==> src/rtl/passcode_entry.sv <==
// Keypad passcode controller: collects BCD digits, checks them against a stored PIN,
// allows the PIN to be changed while open and locks out after repeated failures.
module passcode_entry #(
    parameter int                   PIN_LEN     = 4,
    parameter logic [4*PIN_LEN-1:0] DEFAULT_PIN = 16'h1234,
    parameter int                   MAX_FAIL    = 3,
    parameter logic [31:0]          LOCK_CYCLES = 32'd50_000_000
) (
    input  logic       clk,
    input  logic       rst_n,
    input  logic [3:0] key_value,
    input  logic       key_valid,
    output logic       unlocked,
    output logic       alarm,
    output logic       err_pulse,
    output logic [2:0] digit_count,
    output logic       set_mode
);

    localparam int             FW       = $clog2(MAX_FAIL + 1);
    localparam int             BW       = 4 * PIN_LEN;
    localparam logic [2:0]     FULL     = 3'(PIN_LEN);
    localparam logic [FW-1:0]  FAIL_LIM = FW'(MAX_FAIL);

    typedef enum logic [2:0] {ENTRY, CHECK, OPEN, SET, LOCKOUT} state_t;

    state_t         state_q, state_nxt;
    logic [BW-1:0]  buf_q, buf_nxt;
    logic [BW-1:0]  pin_q, pin_nxt;
    logic [2:0]     cnt_q, cnt_nxt;
    logic [FW-1:0]  fail_q, fail_nxt;
    logic [31:0]    lock_q, lock_nxt;
    logic           err_q, err_nxt;

    logic           is_digit, is_star, is_hash, buf_full, pin_match;
    logic [BW+3:0]  shift_wide;
    logic [BW-1:0]  buf_shifted;
    logic [FW-1:0]  fail_inc;

    assign is_digit    = key_valid && (key_value <= 4'd9);
    assign is_star     = key_valid && (key_value == 4'd14);
    assign is_hash     = key_valid && (key_value == 4'd15);
    assign buf_full    = (cnt_q == FULL);
    assign pin_match   = buf_full && (buf_q == pin_q);
    // Newest digit lands in the low nibble, so the first key ends up most significant.
    assign shift_wide  = {buf_q, key_value};
    assign buf_shifted = shift_wide[BW-1:0];
    assign fail_inc    = fail_q + FW'(1);

    always_comb begin
        state_nxt = state_q;
        buf_nxt   = buf_q;
        pin_nxt   = pin_q;
        cnt_nxt   = cnt_q;
        fail_nxt  = fail_q;
        lock_nxt  = lock_q;
        err_nxt   = 1'b0;
        case (state_q)
            ENTRY: begin
                if (is_digit) begin
                    if (!buf_full) begin
                        buf_nxt = buf_shifted;
                        cnt_nxt = cnt_q + 3'd1;
                    end
                end else if (is_star) begin
                    buf_nxt = '0;
                    cnt_nxt = '0;
                end else if (is_hash) begin
                    state_nxt = CHECK;
                end
            end
            CHECK: begin
                buf_nxt = '0;
                cnt_nxt = '0;
                if (pin_match) begin
                    state_nxt = OPEN;
                    fail_nxt  = '0;
                end else begin
                    err_nxt  = 1'b1;
                    fail_nxt = fail_inc;
                    if (fail_inc == FAIL_LIM) begin
                        state_nxt = LOCKOUT;
                        lock_nxt  = LOCK_CYCLES - 32'd1;
                    end else begin
                        state_nxt = ENTRY;
                    end
                end
            end
            OPEN: begin
                if (is_hash) begin
                    state_nxt = ENTRY;
                end else if (is_star) begin
                    state_nxt = SET;
                    buf_nxt   = '0;
                    cnt_nxt   = '0;
                end
            end
            SET: begin
                if (is_digit) begin
                    if (!buf_full) begin
                        buf_nxt = buf_shifted;
                        cnt_nxt = cnt_q + 3'd1;
                    end
                end else if (is_hash) begin
                    // A short new PIN is rejected rather than padded.
                    if (buf_full) pin_nxt = buf_q;
                    else          err_nxt = 1'b1;
                    state_nxt = OPEN;
                    buf_nxt   = '0;
                    cnt_nxt   = '0;
                end else if (is_star) begin
                    state_nxt = OPEN;
                    buf_nxt   = '0;
                    cnt_nxt   = '0;
                end
            end
            LOCKOUT: begin
                if (lock_q == 32'd0) begin
                    state_nxt = ENTRY;
                    fail_nxt  = '0;
                    buf_nxt   = '0;
                    cnt_nxt   = '0;
                end else begin
                    lock_nxt = lock_q - 32'd1;
                end
            end
            default: state_nxt = ENTRY;
        endcase
    end

    always_ff @(posedge clk or negedge rst_n) begin
        if (!rst_n) begin
            state_q <= ENTRY;
            buf_q   <= '0;
            pin_q   <= DEFAULT_PIN;
            cnt_q   <= '0;
            fail_q  <= '0;
            lock_q  <= '0;
            err_q   <= 1'b0;
        end else begin
            state_q <= state_nxt;
            buf_q   <= buf_nxt;
            pin_q   <= pin_nxt;
            cnt_q   <= cnt_nxt;
            fail_q  <= fail_nxt;
            lock_q  <= lock_nxt;
            err_q   <= err_nxt;
        end
    end

    assign unlocked    = (state_q == OPEN) || (state_q == SET);
    assign alarm       = (state_q == LOCKOUT);
    assign set_mode    = (state_q == SET);
    assign err_pulse   = err_q;
    assign digit_count = cnt_q;

endmodule
==> config.mk <==
export PLATFORM = sky130hd
export DESIGN_NAME = passcode_entry
export DESIGN_NICKNAME = d
export VERILOG_FILES = /design/src/rtl/passcode_entry.sv
export SDC_FILE = /design/constraint.sdc
export NUM_CORES = 1
export LEC_CHECK = 0
export ABC_AREA = 1
export CAP_MARGIN = 5
export CORE_MARGIN = 1
export CORE_UTILIZATION = 45
export CTS_BUF_LIST = sky130_fd_sc_hd__clkbuf_8
export DETAILED_ROUTE_END_ITERATION = 8
export HOLD_SLACK_MARGIN = 0.05
export SLEW_MARGIN = 20
export SYNTH_ARGS = -nofsm -noshare
export SYNTH_HDL_FRONTEND = slang
export SYNTH_SLANG_ARGS = --single-unit
==> constraint.sdc <==
create_clock -name clk -period 2.09 [get_ports clk]
set_input_delay 0.209 -clock clk [delete_from_list [all_inputs] [get_ports clk]]
set_output_delay 0.209 -clock clk [all_outputs]
set_load 0.02 [all_outputs]
Word-level counts from Yosys, hierarchy flattened. Index checks and enable logic that the tools add are counted.

Input bits: 7. Bits in latches: 0. Memory bits (writable): 0. ROM bits: 0. Memories kept: 0. Bits in registers: 73. Word-level logic and storage cells: 85. Output and inout bits: 7.

$add $sub $neg: 3. Equality and inequality tests: 20. Divide/modulo/power cells: 0. Muxes and demuxes: 39. Magnitude comparators: 1. Reduce and logical (&&, ||, !) cells: 14. Shift operators: 0. $mul: 0. Bitwise gates (word level): 1.

Operator list (count): two-way mux 16 bit (7); two-way mux 32 bit (3); one-hot mux 16 bit (5 select lines) (1); one-hot mux 32 bit (2 select lines) (1); two-way mux 3 bit (17); zero test 32 bit (1); subtractor 32 x 1 -> 32 bit, second input constant (1); one-hot mux 3 bit (5 select lines) (2); equality test 16 bit (1); != test 2 bit, second input constant (8); equality test 4 bit, second input constant (2); AND reduction 4 bit (2); AND reduction 7 bit (1); equality test 3 x 2 -> 1 bit, second input constant (2); equality test 3 bit, second input constant (2); nonzero test 5 bit (1); <= comparator 4 bit, second input constant (1); logical AND 1 bit (4); two-way mux 1 bit (4); two-way mux 2 bit (2); one-hot mux 2 bit (2 select lines) (1); adder 3 x 1 -> 3 bit, second input constant (1); equality test 3 x 1 -> 1 bit, second input constant (1); zero test 3 bit (1); other kinds (11) (11).

Longest topological paths before layout.
Depth after elaboration: 6. Mapped depth: 13. Gate-level depth less buffers: 11.

Least setup slack after synthesis. Ideal clock, no wire load.

Kind: register to register. From: register cnt_q[0], in the netlist digit_count[0]. To: register pin_q[5]. Buffers on the path: 3. Required time: 2.011 ns. Clock period less this slack: 1.921 ns. Stages on the path, launching flop included: 11. Setup slack: 0.169 ns. Setup time: 0.079 ns. Data arrival time: 1.842 ns. Path through: dfrtp_1 inv_1 ha_1 nand2_1 buf_2 inv_1 buf_4 nand3_1 clkbuf_1 nand2_1 o21ai_0.

Cells in the longest elaborated chain, start to end: 2.

Ends and longest elaborated chain: start: declaration (line 30) `logic [2:0] cnt_q, cnt_nxt;`; start signal: assignment (line 144) `cnt_q <= cnt_nxt;`; equality test 3 bit (line 43) `assign buf_full = (cnt_q == FULL);`; AND reduction 4 bit (no source line); end signal: assignment (line 143) `pin_q <= pin_nxt;`; end: declaration (line 29) `logic [BW-1:0] pin_q, pin_nxt;`.

No other way between the ends. A chain may end at the register's enable or synchronous reset.

Worst setup path after layout.
From: register state_q[2]. To: output port unlocked.

Cells in the longest elaborated chain, start to end: 2. Elaborated cells between the ends (all ways): 3. Classes of those cells: eq/ne: 2; reduce/logical: 1.

Ends and longest elaborated chain: start: declaration (line 27) `state_t state_q, state_nxt;`; start signal: assignment (line 141) `state_q <= state_nxt;`; equality test 3 x 2 -> 1 bit (line 151) `assign unlocked = (state_q == OPEN) || (state_q == SET);`; logical OR 1 bit * (line 151); end: declaration (line 13) `output logic unlocked,`.

Every way passes the cells marked *; elsewhere a longest branch is shown, timed or not.

==> results.json <==
{
  "power.density_mw_per_mm2": 1165,
  "drv_slew": 0,
  "viasPerCell": 5.312,
  "num-fill-cells": 1139,
  "grt_pass1_vias": 5012,
  "synthesis.nets": 850,
  "finalClockSkew_ns": 0.008274,
  "crit_path_start": "state_q[2]$_DFFE_PN0P_",
  "peakVddDrop_mv": 0.5319,
  "netlist_area_mm2": 0.005353,
  "cts-root-buf": "clkbuf_8",
  "die_x_um": 111.1,
  "power.leakage_nw": 2.928,
  "nNetsFinal": 866,
  "synth-seq-cells": 73,
  "synth_warnings": 0,
  "slowest_delay_ns": 0.63,
  "yosysTopAreaCellShare": 0.3179,
  "clk_latency_ns": 0.37,
  "status": "complete, no violations",
  "grt_antenna_before_repair": 0,
  "core-area_mm2": 0.01152,
  "rrSetupSlack_ns": 0.16,
  "max_freq_ghz": 0.5089,
  "wire_per_inst_um": 14.44,
  "cts_max_level": 3,
  "rr_worst_depth": 12,
  "fin_crit_sh": 0.9402,
  "synth.area.top_cells": "dfrtp_1 32%, nand2_1 20%, nand3_1 14%",
  "ys_seq_area_frac": 0.3424,
  "required_ns": 1.88,
  "area_delta_synth_final_pct": 12.72,
  "cts_tree": "built",
  "arrival_ns": 1.76,
  "dieArea_mm2": 0.01234,
  "regArea_mm2": 0.001833,
  "drv_cap": 0,
  "gp_congestion": 0.8680,
  "cts_num_sinks": 73,
  "die_h_um": 111.1,
  "multi_input_area_mm2": 0.003088,
  "postRouteAntennaNets": 0,
  "path_class": "flop to output port",
  "drive_gt1_frac": 0.1128,
  "synth_cells": 839,
  "cp_max_fo": 4,
  "cp-start-kind": "flop",
  "fp-row-count": 39,
  "place_area_mm2": 0.005705,
  "hold_path.class": "input port to asynchronous set/reset pin",
  "path_cells": "inv_1 > nand2_1 > inv_1 > clkdlybuf4s50_1",
  "cts_buffer_depth": 2,
  "cts_buffers": 9,
  "drt_wl_total_mm": 14.49,
  "fin_area_mm2": 0.006033,
  "r2r-end": "lock_q[19]$_DFFE_PN0P_",
  "num_io_pins": 14,
  "synth.largest_area_cell": "dfrtp_1",
  "rsz0062_at_grt": "yes",
  "cpMaxStageDelayCell": "clkdlybuf4s50_1",
  "tightest_slew_ns": 0.4804,
  "route.vias.total": 5328,
  "antenna_cells": 0,
  "track_usage": 0.2435,
  "min_period_ns": 1.965,
  "drt_iter0_markers": 353,
  "clk_pin_slew_ns": 0.08,
  "crit_path_end": "unlocked",
  "place_inst": 978,
  "slew_headroom": 0.6797,
  "avgSynthCellArea_um2": 6.380,
  "fin_cells": 1003,
  "grt_max_degree": 58,
  "grt_pass1_wl_mm": 24.11,
  "rr_startpoint": "digit_count[0]$_DFFE_PN0P_",
  "initial_core_util": 0.4648,
  "finalHoldViolations": 0,
  "overflow": 0,
  "critPathCaptureType": "output port",
  "crit_top_cell": "inv_1",
  "setup_viol": 0,
  "first_pass_iters": 6,
  "synth_cell_types": 31,
  "port_buffers": 13,
  "dp_hpwl_mm": 9.446,
  "drcViolationCount": 0
}
## cells by family (layout without fill, tap and decap cells)
| kind of cell | Yosys count | after routing | share of synthesized area |
|---|---|---|---|
| buffers and inverters | 103 | 124 | 0.08392 |
| xor gates and xnor gates | 18 | 18 | 0.02945 |
| adders and majority gates | 4 | 4 | 0.009351 |
| AOI/OAI and AO/OA | 83 | 83 | 0.08836 |
| DFF | 73 | 73 | 0.3425 |
| and+or+nand+nor | 558 | 558 | 0.4465 |
## per-stage QoR
step | TNS [ns] | worst slack [ns] | utilization | power [W] | hold slack [ns]
2_1_floorplan | 0 | 0.1690 | - | 0.004776 | -0.08659
3_3_place_gp | 0 | 0.06662 | 0.4954 | 0.005600 | 0.1990
3_5_place_dp | 0 | 0.05691 | 0.4954 | 0.005706 | 0.2081
4_1_cts | 0 | 0.02689 | 0.5124 | 0.006814 | 0.3484
5_1_grt | -0.03436 | -0.02908 | 0.5239 | 0.007661 | 0.3762
6_report | 0 | 0.1250 | 0.5239 | 0.007029 | 0.3433
## metal layers
| metal | part of all wire | GRT usage | wire [µm] |
|---|---|---|---|
| met5 | 0 | 0 | 0 |
| met4 | 0.020 | 0.1108 | 291 |
| met3 | 0.038 | 0.02952 | 555 |
| met2 | 0.49 | 0.4193 | 7069 |
| met1 | 0.45 | 0.3057 | 6568 |
## sequential cells by signal, summed over array words and instances, names as in the netlist
signal	cells
state_q	3
digit_count	3
pin_q	16
lock_q	32
fail_q	2
buf_q	16
err_pulse	1
## cells in the final DEF (no fill, tap or decap), types with 2 or more instances in the layout
master	n
ha_1	3
buf_6	2
o21ai_0	62
buf_12	8
nand4_1	2
dlygate4sd2_1	2
nand2_1	288
xor2_1	10
o21ai_1	5
nor2_2	4
clkdlybuf4s50_1	10
nor2_1	85
inv_1	59
nand3_1	154
o21ai_2	11
xnor2_1	8
dfstp_2	5
buf_4	23
clkbuf_8	12
a21oi_1	2
dfrtp_1	68
nor2_4	4
inv_2	3
nand2_2	5
or2_2	11
## worst max-delay path: cells and delay by family, from the launching register on
family | cells | cell delay, ns
DFF | 1 | 0.40
buffers and inverters | 3 | 0.91
and+or+nand+nor | 1 | 0.08
## report_power, final
part | total [W] | leakage (nW) | switching (W) | internal [W]
combinational | 0.00368 | 1.88 | 0.00227 | 0.00141
clock | 0.00109 | 0.101 | 0.000569 | 0.000519
sequential | 0.00226 | 0.947 | 0.000464 | 0.00180
total | 0.00703 | 2.93 | 0.00331 | 0.00372
## how the worst min path moves through the flow
stage          start                      to  slack (ns)  cells after the start
2_1_floorplan  rst_n    buf_q[0]$_DFFE_PN0P_       -0.09                      0
6_report       rst_n   lock_q[5]$_DFFE_PN0P_        0.34                      2
3_3_place_gp   rst_n   lock_q[4]$_DFFE_PN0P_        0.20                      1
3_5_place_dp   rst_n   lock_q[5]$_DFFE_PN0P_        0.21                      1
5_1_grt        rst_n  lock_q[17]$_DFFE_PN0P_        0.38                      2
4_1_cts        rst_n  lock_q[17]$_DFFE_PN0P_        0.35                      2
## synth_stat cells
library cell / instances
buf_8: 1
buf_4: 5
clkbuf_1: 21
nor3_4: 1
buf_2: 14
xnor2_1: 8
nand4_1: 2
o31ai_1: 1
or2_1: 1
o21ai_1: 3
o21ai_0: 64
or2_2: 11
o21ai_2: 11
a21oi_1: 2
dfrtp_1: 68
nand2_1: 288
o21bai_1: 1
dfstp_2: 5
nand3b_1: 1
nor2_1: 87
nand2_4: 1
nand3_1: 155
ha_1: 4
nand2_2: 5
a21oi_4: 1
nor2_2: 3
nor2_4: 3
inv_2: 3
buf_6: 2
xor2_1: 10
inv_1: 57
## what timing repair did
action | in CTS | in global routing
hold buffers | 1 | 0
setup endpoints to repair | 2 | 61
setup buffers | 0 | 7
hold endpoints to repair | 31 | 0
resized for setup | 3 | 10
pin swaps | 0 | 1
gates cloned | 0 | 1
## area by class of cell
type                       count  area share
multi-input combinational    663      0.5118
sequential                    73      0.3038
timing repair buffer          48     0.08669
inverter                      60     0.03733
tap                          143     0.02966
clock buffer                  12     0.02737
clock inverter                 4    0.003318
Power figures use the tool's default switching activity.
